`config.mk`:
```
export PLATFORM = sky130hd
export DESIGN_NAME = mcyc_maindec
export DESIGN_NICKNAME = d
export VERILOG_FILES = /design/src/rtl/mcyc_maindec.sv
export SDC_FILE = /design/constraint.sdc
export NUM_CORES = 1
export LEC_CHECK = 0
export ABC_AREA = 1
export BUFFER_PORTS_ARGS = -buffer_cell sky130_fd_sc_hd__clkbuf_2
export CORE_MARGIN = 1.5
export CORE_UTILIZATION = 30
export DETAILED_ROUTE_END_ITERATION = 6
export GPL_TIMING_DRIVEN = 0
export PLACE_DENSITY = 0.71
export SLEW_MARGIN = 5
export SYNTH_ARGS = -nofsm -noshare
export SYNTH_HDL_FRONTEND = slang
export SYNTH_SLANG_ARGS = --single-unit
```
`constraint.sdc`:
```
create_clock -name clk -period 1.4 [get_ports clk]
set_clock_uncertainty 0.15 [all_clocks]
set_input_delay 0.14 -clock clk [delete_from_list [all_inputs] [get_ports clk]]
set_output_delay 0.14 -clock clk [all_outputs]
set_load 0.03 [all_outputs]
```
`src/rtl/mcyc_maindec.sv`:
```
// Multicycle MIPS main control unit: Moore sequencer over fetch/decode/
// execute/memory/writeback with a req/ready memory handshake and an
// optional per-access wait timeout.
module mcyc_maindec #(
  parameter int EXT_OPS     = 1,
  parameter int MEM_TIMEOUT = 0
) (
  input  logic       clk,
  input  logic       rst,
  input  logic [5:0] op,
  input  logic       mem_ready,
  output logic       mem_req,
  output logic       mem_we,
  output logic       iord,
  output logic       irwrite,
  output logic       pcwrite,
  output logic       branch,
  output logic       branch_ne,
  output logic [1:0] pcsrc,
  output logic       alusrca,
  output logic [1:0] alusrcb,
  output logic       zeroext,
  output logic [1:0] aluop,
  output logic [1:0] regdst,
  output logic [1:0] wbsel,
  output logic       regwrite,
  output logic       illegal_op,
  output logic       mem_err,
  output logic [3:0] state
);

  localparam int CW = (MEM_TIMEOUT > 0) ? $clog2(MEM_TIMEOUT + 1) : 1;
  localparam logic [CW-1:0] TO_VAL = CW'(MEM_TIMEOUT);
  localparam bit EXT = (EXT_OPS != 0);

  localparam logic [5:0] OP_R    = 6'b000000;
  localparam logic [5:0] OP_LW   = 6'b100011;
  localparam logic [5:0] OP_SW   = 6'b101011;
  localparam logic [5:0] OP_BEQ  = 6'b000100;
  localparam logic [5:0] OP_BNE  = 6'b000101;
  localparam logic [5:0] OP_ADDI = 6'b001000;
  localparam logic [5:0] OP_ANDI = 6'b001100;
  localparam logic [5:0] OP_ORI  = 6'b001101;
  localparam logic [5:0] OP_J    = 6'b000010;
  localparam logic [5:0] OP_JAL  = 6'b000011;

  typedef enum logic [3:0] {
    S_FETCH   = 4'd0,
    S_DECODE  = 4'd1,
    S_MEMADR  = 4'd2,
    S_MEMRD   = 4'd3,
    S_MEMWB   = 4'd4,
    S_MEMWR   = 4'd5,
    S_EXEC    = 4'd6,
    S_ALUWB   = 4'd7,
    S_BRANCH  = 4'd8,
    S_IMMEX   = 4'd9,
    S_IMMWB   = 4'd10,
    S_JUMP    = 4'd11,
    S_ILLEGAL = 4'd12
  } state_e;

  state_e        state_q, state_d;
  logic [CW-1:0] cnt_q, cnt_d;
  logic          wait_st;
  logic          timeout;
  logic          logic_imm;

  // Next-state, wait counter and timeout detection
  always_comb begin
    wait_st   = (state_q == S_FETCH) || (state_q == S_MEMRD) || (state_q == S_MEMWR);
    timeout   = (MEM_TIMEOUT != 0) && wait_st && !mem_ready && (cnt_q == TO_VAL);
    logic_imm = (op == OP_ANDI) || (op == OP_ORI);
    // counter is zero outside wait states, so it is already clear on entry
    cnt_d     = (wait_st && !mem_ready && !timeout) ? cnt_q + 1'b1 : '0;
    state_d   = state_q;
    case (state_q)
      S_FETCH: begin
        if (mem_ready)    state_d = S_DECODE;
        else if (timeout) state_d = S_FETCH;
      end
      S_DECODE: begin
        case (op)
          OP_LW, OP_SW:    state_d = S_MEMADR;
          OP_R:            state_d = S_EXEC;
          OP_BEQ:          state_d = S_BRANCH;
          OP_BNE:          state_d = EXT ? S_BRANCH : S_ILLEGAL;
          OP_ADDI:         state_d = S_IMMEX;
          OP_ANDI, OP_ORI: state_d = EXT ? S_IMMEX : S_ILLEGAL;
          OP_J:            state_d = S_JUMP;
          OP_JAL:          state_d = EXT ? S_JUMP : S_ILLEGAL;
          default:         state_d = S_ILLEGAL;
        endcase
      end
      S_MEMADR: state_d = (op == OP_LW) ? S_MEMRD : S_MEMWR;
      S_MEMRD: begin
        if (mem_ready)    state_d = S_MEMWB;
        else if (timeout) state_d = S_FETCH;
      end
      S_MEMWR: begin
        if (mem_ready || timeout) state_d = S_FETCH;
      end
      S_EXEC:  state_d = S_ALUWB;
      S_IMMEX: state_d = S_IMMWB;
      default: state_d = S_FETCH;
    endcase
  end

  // State and wait-counter registers
  always_ff @(posedge clk) begin
    if (rst) begin
      state_q <= S_FETCH;
      cnt_q   <= '0;
    end else begin
      state_q <= state_d;
      cnt_q   <= cnt_d;
    end
  end

  // Control outputs decoded from state; forced low while rst is high so an
  // in-flight request or writeback is cancelled in the reset cycle itself
  always_comb begin
    mem_req    = 1'b0;
    mem_we     = 1'b0;
    iord       = 1'b0;
    irwrite    = 1'b0;
    pcwrite    = 1'b0;
    branch     = 1'b0;
    branch_ne  = 1'b0;
    pcsrc      = 2'b00;
    alusrca    = 1'b0;
    alusrcb    = 2'b00;
    zeroext    = 1'b0;
    aluop      = 2'b00;
    regdst     = 2'b00;
    wbsel      = 2'b00;
    regwrite   = 1'b0;
    illegal_op = 1'b0;
    mem_err    = 1'b0;
    state      = rst ? 4'd0 : state_q;
    if (!rst) begin
      mem_err = timeout;
      case (state_q)
        S_FETCH: begin
          mem_req = !timeout;
          alusrcb = 2'b01;
          irwrite = mem_ready;
          pcwrite = mem_ready;
        end
        S_DECODE: alusrcb = 2'b11;
        S_MEMADR: begin
          alusrca = 1'b1;
          alusrcb = 2'b10;
        end
        S_MEMRD: begin
          mem_req = !timeout;
          iord    = 1'b1;
        end
        S_MEMWB: begin
          regwrite = 1'b1;
          wbsel    = 2'b01;
        end
        S_MEMWR: begin
          mem_req = !timeout;
          mem_we  = 1'b1;
          iord    = 1'b1;
        end
        S_EXEC: begin
          alusrca = 1'b1;
          aluop   = 2'b10;
        end
        S_ALUWB: begin
          regwrite = 1'b1;
          regdst   = 2'b01;
        end
        S_BRANCH: begin
          alusrca   = 1'b1;
          aluop     = 2'b01;
          pcsrc     = 2'b01;
          branch    = (op == OP_BEQ);
          branch_ne = (op == OP_BNE);
        end
        S_IMMEX: begin
          alusrca = 1'b1;
          alusrcb = 2'b10;
          aluop   = logic_imm ? 2'b11 : 2'b00;
          zeroext = logic_imm;
        end
        S_IMMWB: begin
          regwrite = 1'b1;
          zeroext  = logic_imm;
        end
        S_JUMP: begin
          pcsrc   = 2'b10;
          pcwrite = 1'b1;
          if (op == OP_JAL) begin
            regwrite = 1'b1;
            regdst   = 2'b10;
            wbsel    = 2'b10;
          end
        end
        S_ILLEGAL: illegal_op = 1'b1;
        default: ;
      endcase
    end
  end

endmodule
```
## Word-level counts from Yosys, hierarchy flattened

Cells that the tools add are included.

| word-level totals | value |
|---|---|
| register bits | 4 |
| output and inout bits | 26 |
| logic and storage cells | 81 |

| operators by class | value |
|---|---|
| eq/ne operators | 24 |
| mux-type cells | 42 |
| reductions and logical operators | 14 |

Operators by type and width:

| kind | count |
|---|---|
| $pmux 4 s7 | 1 |
| $mux 1 | 21 |
| $eq 4x4->1 const B | 5 |
| $pmux 4 s5 | 1 |
| $eq 6x4->1 const B | 3 |
| $eq 4x3->1 const B | 4 |
| $mux 4 | 4 |
| $mux 2 | 7 |
| $eq 6x2->1 const B | 2 |
| $eq 6x3->1 const B | 2 |
| $eq 6x6->1 const B | 2 |
| $pmux 2 s2 | 3 |
| $pmux 2 s3 | 2 |
| $reduce_or 2->1 | 6 |
| $reduce_or 3->1 | 3 |
| $eq 4x2->1 const B | 2 |
| $logic_not 6->1 | 1 |
| $ne 2x2->1 const B | 3 |
| $eq 4x1->1 const B | 1 |
| $logic_not 4->1 | 1 |
| $pmux 1 s2 | 2 |
| $reduce_or 4->1 | 1 |
| $mux 3 | 1 |
| $reduce_and 3->1 | 1 |
| $logic_or 1x1->1 | 1 |

## Depth between registers and ports, before layout

| logic depth | value |
|---|---|
| word-level depth | 5 |
| gate-level depth with buffers | 11 |
| mapped depth without buffers | 11 |

## Worst setup path before layout

OpenSTA, ideal clock, no wires.

| timing | value |
|---|---|
| path type | register to output |
| start | reg state_q[0] |
| end | out branch |
| arrival time | 1.955 ns |
| data required time | 1.110 ns |
| path slack | -0.845 ns |
| stages on the path, launching flop included | 8 |
| path buffers | 0 |
| cell sequence | dfxtp_1 > nor2_1 > inv_1 > nor3_1 > inv_1 > nor2_1 > inv_1 > nor3_1 |

| between the ends | value |
|---|---|
| cells in the longest elaborated chain, start to end | 3 |

Ends and longest elaborated chain:

| what | line | text |
|---|---|---|
| start, declared | 63 | `state_e state_q, state_d;` |
| start signal, assigned | 115 | `state_q <= state_d;` |
| $eq 4x4->1 | 143 | `case (state_q)` |
| $mux 1 | 143 |  |
| $mux 1 | 141 | `if (!rst) begin` |
| end, declared | 17 | `output logic branch,` |

No other way between the ends.

## Final worst setup path

| timing | value |
|---|---|
| start | reg state_q[3] |
| end | out aluop[1] |

| between the ends | value |
|---|---|
| cells in the longest elaborated chain, start to end | 3 |

Ends and longest elaborated chain:

| what | line | text |
|---|---|---|
| $eq 4x4->1 / $eq 4x3->1 (equally long branches) | 143 |  |
| $pmux 2 s3 (*) | 143 |  |
| $mux 2 (*) | 141 |  |
| end, declared | 23 | `output logic [1:0] aluop,` |

Every way passes the cells marked *; elsewhere a longest branch is shown, timed or not.

==> results.txt <==
Hold path endpoint -> state_q[1]
R2R Path Start -> state_q[2]
CTS Buf Count -> 3
Clk buf depth -> 2
Syn_area_per_cell -> 5.14 um^2
Clk_lat worst skew -> 0.25 ns
Via/cell ratio -> 5.86
Reg clk slew, reported paths -> 0.04 ns
Worst Hold Depth -> 3
Final net count -> 195
Final Util -> 84.2%
Die H -> 48.7 um
FMAX -> 524 MHz
IO buf count -> 33
Reg2reg setup slack -> -0.36 ns
Cell Rows -> 16
Share of layout cells above drive strength 1 -> 73.0%
Initial Utilization -> 32.0%
Setup violators final -> 26
Routed wire per std cell -> 21.2 um
Power per cell area -> 1350 nW/um^2
RSZ-0062 raised after global routing -> yes
Post-Syn Area -> 627 um^2
Failing checks -> negative setup slack
Placed Area -> 911 um^2
Synth top area cells -> nand2_1, nor2_1, dfxtp_1
DIE AREA -> 2370 um^2
LEAKAGE -> 0.840 nW
Placed Instances -> 182
CP required -> 1.11 ns
Root Driver -> clkbuf_4
Routed vias -> 1242
PnR Total Power -> 2.23 mW
Seq/Total Area, Yosys -> 12.8%
Area delta synth->final -> 163%
Status -> complete, but fails checks
Post-route cell area -> 1650 um^2
Netlist cell types -> 27
Area fraction of the dominant cell type after synthesis -> 19.8%
Worst path arrival time -> 1.62 ns
Synthesized instance count -> 122
Io pins -> 35
First-pass GRT wire length -> 4930 um
Final Max Slew Viols -> 0
Tcrit/Tclk final -> 136%
Count of max-cap constraint violations -> 0
CP Launch Type -> flip-flop
Yosys warns -> 0
Largest register FFs -> 4
Overall routing resource usage -> 26.2%
Aggregate routed wire length -> 4500 um
Largest registers -> state_q: 4 flops
Max VDD drop -> 1.23 mV
CTS Sinks -> 4
HP Class -> input port to flip-flop
Final HPWL from detailed placement -> 1500 um
Layout Cells excl Fill -> 212
Worst Hold Slack -> 0.224 ns
Synthesized flop and latch total -> 4
CTS tree -> yes
DRC -> 0
Die width -> 48.7 um
Routed Antenna Nets -> 0
Critical path type -> flip-flop to primary output
Pin count of the biggest net entering global routing -> 11
Synth area leader -> nand2_1
Worst R2R Path Depth -> 9
Critical path peak fanout -> 3
Initial antenna violation count -> 0
Number of DRC markers in iteration 0 -> 82
N_diodes -> 0
Vias in the first global route -> 1045
Cts hold-fix bufs -> 0
Critical R2R Capture -> state_q[0]
Drt pass-1 iters -> 4
Synthesized Nets -> 131
Final hold vios -> 0
H-Tree Depth -> 1
Placer congestion estimate -> 0.914
Final min period -> 1.91 ns
Core Footprint -> 1960 um^2
Setup ws final -> -0.509 ns
GR Overflow Total -> 0
Reg with most FFs -> state_q
Final setup TNS -> -9.35 ns
Min-delay src -> mem_ready
Pre-CTS setup slack -> -0.343 ns
Crit end category -> primary output
## Yosys cell counts
cell / number
nand3_2: 1
o21ai_1: 1
nand2_1: 33
nor3_1: 3
nand3_1: 4
clkbuf_1: 1
a211oi_1: 2
nor4_4: 1
nand3b_1: 1
o21ai_0: 2
nand4_1: 2
a31oi_1: 3
a31oi_2: 1
dfxtp_1: 4
inv_1: 21
conb_1: 1
buf_2: 1
a21oi_1: 6
nor2_2: 2
nor2_1: 24
inv_2: 1
a21o_1: 1
buf_4: 2
nand2_2: 1
or2_2: 1
nor4_1: 1
or2_1: 1
## power breakdown
| part | leakage [nW] | total [mW] | switching [mW] | internal [mW] |
|---|---|---|---|---|
| clock | 0.0150 | 0.174 | 0.0656 | 0.108 |
| sequential | 0.0356 | 0.236 | 0.0766 | 0.159 |
| combinational | 0.789 | 1.82 | 0.994 | 0.830 |
| total | 0.840 | 2.23 | 1.14 | 1.10 |
## critical path, cell delays in order (launching register included)
cell	delay, ns
dfxtp_4	0.39
inv_6	0.05
nor2_4	0.21
nand2_4	0.09
or2_4	0.25
a21oi_2	0.20
buf_6	0.16
## what timing repair did
item,CTS,global route
endpoints found under the setup margin,28,26
gates resized for setup,84,71
pin swaps,13,26
buffers inserted,12,16
## per-layer routing
layer  vias to the layer above  global-route usage [%]  part of all wire, %
met5                         -                       0                    0
met4                         0                    9.52                  4.5
met3                        27                    6.17                   12
met2                       118                    46.6                   45
met1                       587                    30.2                   38
li1                        510                       -                    -
## placed cells by master, fill, tap and decap left out, types with 2 or more instances in the layout
master / instances
a21oi_2: 4
a31oi_4: 3
buf_12: 3
buf_4: 19
buf_6: 18
buf_8: 7
clkbuf_2: 10
clkbuf_4: 3
clkbuf_8: 5
dfxtp_4: 4
inv_1: 12
inv_2: 7
nand2_1: 15
nand2_2: 8
nand2_4: 11
nand3_1: 3
nand3_2: 2
nand4_1: 2
nor2_1: 11
nor2_2: 4
nor2_4: 11
nor3_4: 3
or2_4: 2
## how the worst max path moves through the flow
stage,startpoint,endpoint,slack (ns),cells past startpoint
CTS,state_q[1],branch,-0.39,8
finish,state_q[3],aluop[1],-0.51,6
floorplan,state_q[0],aluop[0],-0.29,5
global route,state_q[3],aluop[1],-0.55,6
detailed placement,state_q[0],branch,-0.34,8
global placement,state_q[0],branch_ne,-0.38,8
## layout make-up
| class | instances | area [um^2] |
|---|---|---|
| buffer | 4 | 33.8 |
| clock buffer | 4 | 26.3 |
| fill | 85 | 310 |
| inverter | 22 | 95.1 |
| multi-input combinational | 92 | 767 |
| sequential | 4 | 95.1 |
| tap | 27 | 33.8 |
| timing repair buffer | 59 | 601 |
## kinds of logic after synthesis
| kind of cell | Yosys count | share of synthesized area (%) |
|---|---|---|
| DFF | 4 | 12.8 |
| buffers and inverters | 26 | 17.0 |
| other | 1 | 0.598 |
| AOI/OAI and AO/OA | 16 | 15.8 |
| and+or+nand+nor | 75 | 53.9 |
Power figures use the tool's default switching activity.
